**src/rtl/branch_pkg.sv**
```systemverilog
`default_nettype none
// ============================================================================
//  Module      : branch_pkg
//  Description : Shared types and constants for the branch resolution stage.
//  Revision    : 1.0 - initial release
// ============================================================================
package branch_pkg;

  // funct3 encodings of the conditional branches; 010/011 are illegal
  typedef enum logic [2:0] {
    BEQ  = 3'b000,
    BNE  = 3'b001,
    BLT  = 3'b100,
    BGE  = 3'b101,
    BLTU = 3'b110,
    BGEU = 3'b111
  } br_op_t;

  // Weakly not-taken
  localparam logic [1:0] BHT_RESET = 2'b01;

  // Fall-through distance for a 32-bit instruction
  localparam int unsigned PC_STEP = 4;

  // 2-bit saturating counter step
  function automatic logic [1:0] bht_next(input logic [1:0] cnt, input logic taken);
    logic [1:0] nxt;
    nxt = cnt;
    if (taken && (cnt != 2'b11)) begin
      nxt = cnt + 2'd1;
    end else if (!taken && (cnt != 2'b00)) begin
      nxt = cnt - 2'd1;
    end
    return nxt;
  endfunction

endpackage
`default_nettype wire

```
**src/rtl/branch_history_table.sv**
```systemverilog
`default_nettype none
// ============================================================================
//  Module      : branch_history_table
//  Description : Table of 2-bit saturating counters, one combinational read
//                port and one synchronous update port, both indexed by PC.
//  Revision    : 1.0 - initial release
// ============================================================================
module branch_history_table
  import branch_pkg::*;
#(
  parameter int BHT_ENTRIES = 16,
  parameter int XLEN        = 32
) (
  input  logic            clk,
  input  logic            reset,
  input  logic [XLEN-1:0] rd_pc_i,
  output logic            rd_taken_o,
  input  logic [XLEN-1:0] upd_pc_i,
  input  logic            upd_taken_i,
  input  logic            upd_en_i
);

  localparam int IDX_W = $clog2(BHT_ENTRIES);

  logic [1:0]       cnt_q [BHT_ENTRIES];
  logic [1:0]       cnt_d;
  logic [IDX_W-1:0] w_rd_idx;
  logic [IDX_W-1:0] w_upd_idx;
  logic             w_unused_pc_bits;

  // Word-aligned PCs: drop the two byte-offset bits
  assign w_rd_idx  = rd_pc_i[IDX_W+1:2];
  assign w_upd_idx = upd_pc_i[IDX_W+1:2];

  assign w_unused_pc_bits = ^{rd_pc_i[XLEN-1:IDX_W+2], rd_pc_i[1:0],
                              upd_pc_i[XLEN-1:IDX_W+2], upd_pc_i[1:0]};

  // Read sees the registered array, so a same-cycle update is not bypassed
  assign rd_taken_o = cnt_q[w_rd_idx][1];

  // Next value of the counter being trained
  always_comb begin
    cnt_d = bht_next(cnt_q[w_upd_idx], upd_taken_i);
  end

  // Counter storage; every entry starts weakly not-taken
  always_ff @(posedge clk or posedge reset) begin
    if (reset) begin
      for (int i = 0; i < BHT_ENTRIES; i++) begin
        cnt_q[i] <= BHT_RESET;
      end
    end else if (upd_en_i) begin
      cnt_q[w_upd_idx] <= cnt_d;
    end
  end

endmodule
`default_nettype wire

```
**src/rtl/branch_resolve_unit.sv**
```systemverilog
`default_nettype none
// ============================================================================
//  Module      : branch_resolve_unit
//  Description : Resolves conditional branches, computes the redirect target,
//                flags mispredictions and trains the branch history table.
//                One registered output stage with valid/ready on both sides.
//  Revision    : 1.0 - initial release
// ============================================================================
module branch_resolve_unit
  import branch_pkg::*;
#(
  parameter int XLEN        = 32,
  parameter int BHT_ENTRIES = 16,
  parameter int CNT_W       = 16
) (
  input  logic             clk,
  input  logic             reset,
  input  logic             in_valid,
  output logic             in_ready,
  input  logic [XLEN-1:0]  in_pc,
  input  logic [XLEN-1:0]  in_rs1,
  input  logic [XLEN-1:0]  in_rs2,
  input  logic [XLEN-1:0]  in_imm,
  input  logic [2:0]       in_op,
  input  logic             in_pred_taken,
  input  logic             flush,
  output logic             out_valid,
  input  logic             out_ready,
  output logic             out_taken,
  output logic [XLEN-1:0]  out_target,
  output logic             out_mispredict,
  output logic             out_illegal,
  input  logic [XLEN-1:0]  pred_pc,
  output logic             pred_taken,
  output logic [CNT_W-1:0] mispredict_count
);

  logic             out_valid_q, out_valid_d;
  logic             out_taken_q, out_taken_d;
  logic [XLEN-1:0]  out_target_q, out_target_d;
  logic             out_mispredict_q, out_mispredict_d;
  logic             out_illegal_q, out_illegal_d;
  logic [CNT_W-1:0] mis_cnt_q, mis_cnt_d;

  logic             w_accept;
  logic             w_retire;
  logic             w_taken;
  logic             w_illegal;
  logic             w_eq;
  logic             w_lt_s;
  logic             w_lt_u;
  logic [XLEN-1:0]  w_target;

  // Ready ignores flush so upstream never sees a combinational path from it
  assign in_ready = !out_valid_q || out_ready;
  assign w_accept = in_valid && in_ready && !flush;
  assign w_retire = out_valid_q && out_ready && !flush;

  assign w_eq   = (in_rs1 == in_rs2);
  assign w_lt_s = ($signed(in_rs1) < $signed(in_rs2));
  assign w_lt_u = (in_rs1 < in_rs2);

  // Branch condition decode; unused funct3 codes never take
  always_comb begin
    w_taken   = 1'b0;
    w_illegal = 1'b0;
    case (br_op_t'(in_op))
      BEQ:     w_taken = w_eq;
      BNE:     w_taken = !w_eq;
      BLT:     w_taken = w_lt_s;
      BGE:     w_taken = !w_lt_s;
      BLTU:    w_taken = w_lt_u;
      BGEU:    w_taken = !w_lt_u;
      default: w_illegal = 1'b1;
    endcase
  end

  // Both additions wrap modulo 2^XLEN
  assign w_target = w_taken ? (in_pc + in_imm) : (in_pc + XLEN'(PC_STEP));

  // Output stage next state: flush beats accept, accept beats plain retire
  always_comb begin
    out_valid_d      = out_valid_q;
    out_taken_d      = out_taken_q;
    out_target_d     = out_target_q;
    out_mispredict_d = out_mispredict_q;
    out_illegal_d    = out_illegal_q;
    mis_cnt_d        = mis_cnt_q;
    if (flush) begin
      out_valid_d = 1'b0;
    end else if (w_accept) begin
      out_valid_d      = 1'b1;
      out_taken_d      = w_taken;
      out_target_d     = w_target;
      out_mispredict_d = (w_taken != in_pred_taken);
      out_illegal_d    = w_illegal;
    end else if (w_retire) begin
      out_valid_d = 1'b0;
    end
    if (w_retire && out_mispredict_q && (mis_cnt_q != {CNT_W{1'b1}})) begin
      mis_cnt_d = mis_cnt_q + CNT_W'(1);
    end
  end

  // Output register and performance counter
  always_ff @(posedge clk or posedge reset) begin
    if (reset) begin
      out_valid_q      <= 1'b0;
      out_taken_q      <= 1'b0;
      out_target_q     <= '0;
      out_mispredict_q <= 1'b0;
      out_illegal_q    <= 1'b0;
      mis_cnt_q        <= '0;
    end else begin
      out_valid_q      <= out_valid_d;
      out_taken_q      <= out_taken_d;
      out_target_q     <= out_target_d;
      out_mispredict_q <= out_mispredict_d;
      out_illegal_q    <= out_illegal_d;
      mis_cnt_q        <= mis_cnt_d;
    end
  end

  assign out_valid        = out_valid_q;
  assign out_taken        = out_taken_q;
  assign out_target       = out_target_q;
  assign out_mispredict   = out_mispredict_q;
  assign out_illegal      = out_illegal_q;
  assign mispredict_count = mis_cnt_q;

  branch_history_table #(
    .BHT_ENTRIES (BHT_ENTRIES),
    .XLEN        (XLEN)
  ) u_bht (
    .clk         (clk),
    .reset       (reset),
    .rd_pc_i     (pred_pc),
    .rd_taken_o  (pred_taken),
    .upd_pc_i    (in_pc),
    .upd_taken_i (w_taken),
    .upd_en_i    (w_accept && !w_illegal)
  );

endmodule
`default_nettype wire

```
**config.mk**
```make
export PLATFORM = sky130hd
export DESIGN_NAME = branch_resolve_unit
export DESIGN_NICKNAME = d
export VERILOG_FILES = /design/src/rtl/branch_pkg.sv /design/src/rtl/branch_history_table.sv /design/src/rtl/branch_resolve_unit.sv
export SDC_FILE = /design/constraint.sdc
export NUM_CORES = 1
export LEC_CHECK = 0
export ABC_AREA = 1
export CORE_MARGIN = 5
export CORE_UTILIZATION = 38
export DETAILED_ROUTE_END_ITERATION = 10
export GPL_TIMING_DRIVEN = 0
export PLACE_DENSITY = 0.69
export SYNTH_ARGS = -nofsm -noshare
export SYNTH_HDL_FRONTEND = slang
export SYNTH_SLANG_ARGS = --single-unit
```
**constraint.sdc**
```tcl
create_clock -name clk -period 3 [get_ports clk]
set_clock_uncertainty 0.2 [all_clocks]
set_input_delay 0.9 -clock clk [delete_from_list [all_inputs] [get_ports clk]]
set_output_delay 0.9 -clock clk [all_outputs]
set_load 0.02 [all_outputs]
```
==> metrics.yaml <==
clock_tree:
  cts_made_buffers: 9
  clockBufferDepth: 2
  clk_pin_slew_ps: 60
  cts_max_level: 3
  clockRootBuffer: "clkbuf_16"
  cts_tree: "done"
  cts_hold_buf: 0
  clkSinkCount: 84
  clk_latency_ps: 350
placed_design:
  place_ws_ps: -1050
  dp_hpwl_um: 20100
  placed_cells: 1561
  io_buffers: 194
  gp_congestion: 0.962
worst_setup_path:
  crit_type: "in2reg"
  startpoint_type: "input port"
  cp.required_ps: 3080
  crit_arrival_ps: 3080
  worst-path-max-fanout: 8
  reg2regPathDepth: 14
  cp-end-kind: "flop"
sta:
  fmax_mhz: 334
  worstMarginPinSlew_ps: 793
  relSlewSlack_pct: 47.0
  setup_viol: 0
  final_hold_viol_count: 0
  finalMaxSlewViolations: 0
  worst_hold_slack_ps: 278
  setup_slack_ps: 3.11
  rsz0062_at_grt: "true"
  finalSetupTns_ps: 0
  post-route-min-period_ps: 3000
  final.period_utilization_pct: 99.9
synth:
  synth_fp_nets: 1340
  synthCells: 1100
  synth_top_cell_by_area: "dfrtp_1"
  synth_area_leaders: "dfrtp_1 (22%), nand2_1 (12%), ha_1 (12%)"
  yosysSeqAreaShare_pct: 27.9
  yosys_warnings: 0
  ys_ff_latch: 84
  synth_edf_count: 0
  synth.distinct_cells: 47
  synth_top_area_share_pct: 22.4
  synth-main-ff-cell: "dfrtp_1"
  avgSynthCellArea_sq_um: 6.91
  synthesis.area_sq_um: 7600
  synthArstFlopShare_pct: 100
floorplanning:
  rows: 51
  core_area_sq_um: 19600
  initial_core_util_pct: 38.8
  die_area_sq_um: 22900
  die_h_um: 151
  die_w_um: 151
  pin_count: 223
outcome:
  status: "complete, no violations"
layout:
  area_growth_pct: 54.9
  stdcell_count: 1614
  num-fill-cells: 1715
  drive_gt1_share_pct: 27.4
  final_core_utilization_pct: 60.1
  nets: 1583
global_route:
  grt_pass1_wl_um: 41000
  overflow: 0
  grt_pass1_vias: 8367
  grt_antenna_before_repair: 1
  grt_max_degree: 36
  grt_usage_pct: 22.6
min_path:
  min_path_type: "reg2reg"
  hold_path_depth: 2
power_and_ir_drop:
  power.density_nw_per_um2: 432
  ir_drop_uv: 335
  p_leak_nw: 5.42
route:
  routedWlPerCell_um: 16.8
  first_pass_iters: 8
  drc: 0
  wl_um: 27200
  viasPerCell: 5.23
  dr_total_vias: 8443
  drt-initial-drc-count: 624
  final_antenna_net_count: 0
flow_run:
  max_cap_violations: 0
## synth_stat cells (all sizes together), types with 2 or more instances
master    n
a21o      6
a21boi    3
dfrtp    68
o22ai     4
o21bai    4
xnor2    23
dfstp    16
buf      11
nor3b     3
nand2   272
o21a      5
nor3     21
clkbuf    8
o21ai    89
nor4      9
a31oi     6
inv     141
nor2    136
a21oi    99
ha       70
xor2     37
and3      2
nand4    11
nand3    41
o211ai    4
mux2i     4
## registers in the layout, indices dropped and copies added, names as in the netlist
register and flops:
mispredict_count 16, out_target 32, out_illegal 1, out_valid 1, out_taken 1, out_mispredict 1, u_bht.cnt_q 32
## area by class of cell
class | count | area (sq um) | area share, %
Clock buffer | 11 | 243 | 2.06
Timing Repair Buffer | 232 | 2190 | 18.6
Multi-Input combinational cell | 856 | 6080 | 51.7
Buffer | 19 | 156 | 1.33
Antenna cell | 1 | 2.50 | 0.0213
Sequential cell | 84 | 2120 | 18.0
Tap cell | 265 | 332 | 2.82
Inverter | 141 | 533 | 4.53
Clock inverter | 5 | 106 | 0.903
## critical path: stages
cell	delay [ps]
dlygate4sd2_1	190
inv_1	60
ha_4	270
nand2_4	60
nor2_4	140
nand2_2	90
inv_2	50
nand2_1	50
nand2_2	80
nand2_4	70
nand2_4	90
nand2_2	60
nand3_2	70
nand2_4	70
nor2_8	200
nand2_4	90
nand2_2	70
nand3_2	70
nand2_4	130
buf_12	140
nand2_2	40
nand2_1	70
## where the power goes
part | switching, W | internal [W] | total (W)
Sequential | 0.000160 | 0.00138 | 0.00154
Combinational | 0.00120 | 0.00102 | 0.00222
Clock | 0.000484 | 0.000840 | 0.00132
## per-stage QoR
step                      instance area (sq um)  power [W]
after floorplan                            7630    0.00255
after global placement                     9900    0.00330
after detailed placement                   9940    0.00333
after CTS                                 11100    0.00487
after global routing                      11800    0.00535
final                                     11800    0.00509
## cell usage in the layout, fill, tap and decap left out, types with 12 or more instances in the layout
master | synthesis | final
clkdlybuf4s15_1 | 0 | 16
nand2_4 | 4 | 19
nor2_1 | 131 | 117
clkbuf_2 | 0 | 25
nand2_1 | 252 | 215
buf_2 | 6 | 13
nor3_1 | 19 | 18
inv_1 | 135 | 105
xor2_1 | 37 | 37
clkdlybuf4s50_1 | 0 | 89
ha_1 | 70 | 13
o21ai_2 | 10 | 16
dfrtp_1 | 68 | 68
a21oi_2 | 0 | 23
clkbuf_16 | 0 | 12
ha_4 | 0 | 51
dfstp_2 | 16 | 16
a21oi_1 | 99 | 71
o21ai_1 | 2 | 17
xnor2_1 | 23 | 23
dlygate4sd2_1 | 0 | 25
nand3_1 | 38 | 32
buf_4 | 0 | 32
inv_2 | 6 | 35
dlymetal6s2s_1 | 0 | 19
nand2_2 | 16 | 38
buf_6 | 1 | 13
o21ai_0 | 77 | 54
## cell families after synthesis
family	Yosys count	synth area share, %
flip-flops	84	27.9
XOR/XNOR	60	6.91
buffers and inverters	160	8.25
adder cells (fa/ha/maj)	71	11.8
AO/OA/AOI/OAI	222	16.1
multiplexers	4	0.527
AND/OR/NAND/NOR	499	28.5
## final timing paths
path	from	end	slack [ps]
min in group asynchronous	reset	out_valid	850
max in group asynchronous	reset	out_target[20]	950
max reg2reg	u_bht.cnt_q[10]	u_bht.cnt_q[9]	640
min	u_bht.cnt_q[20]	u_bht.cnt_q[20]	280
min reg2reg	u_bht.cnt_q[20]	u_bht.cnt_q[20]	280
max	in_rs2[14]	u_bht.cnt_q[9]	3
## metal layers
| layer | vias up | track usage, % | routed length [um] |
|---|---|---|---|
| li1 | 4093 | - | - |
| met1 | 3935 | 28.5 | 10900 |
| met2 | 343 | 38.5 | 13500 |
| met3 | 72 | 3.44 | 1850 |
| met4 | 0 | 9.38 | 982 |
| met5 | - | 0 | 0 |
## timing repair
item | CTS | global route
resized for setup | 296 | 231
setup buffers | 19 | 12
setup endpoints to repair | 68 | 70
cloned | 2 | 3
pin swaps | 91 | 99
No activity file was read; power rests on OpenSTA's default activity.
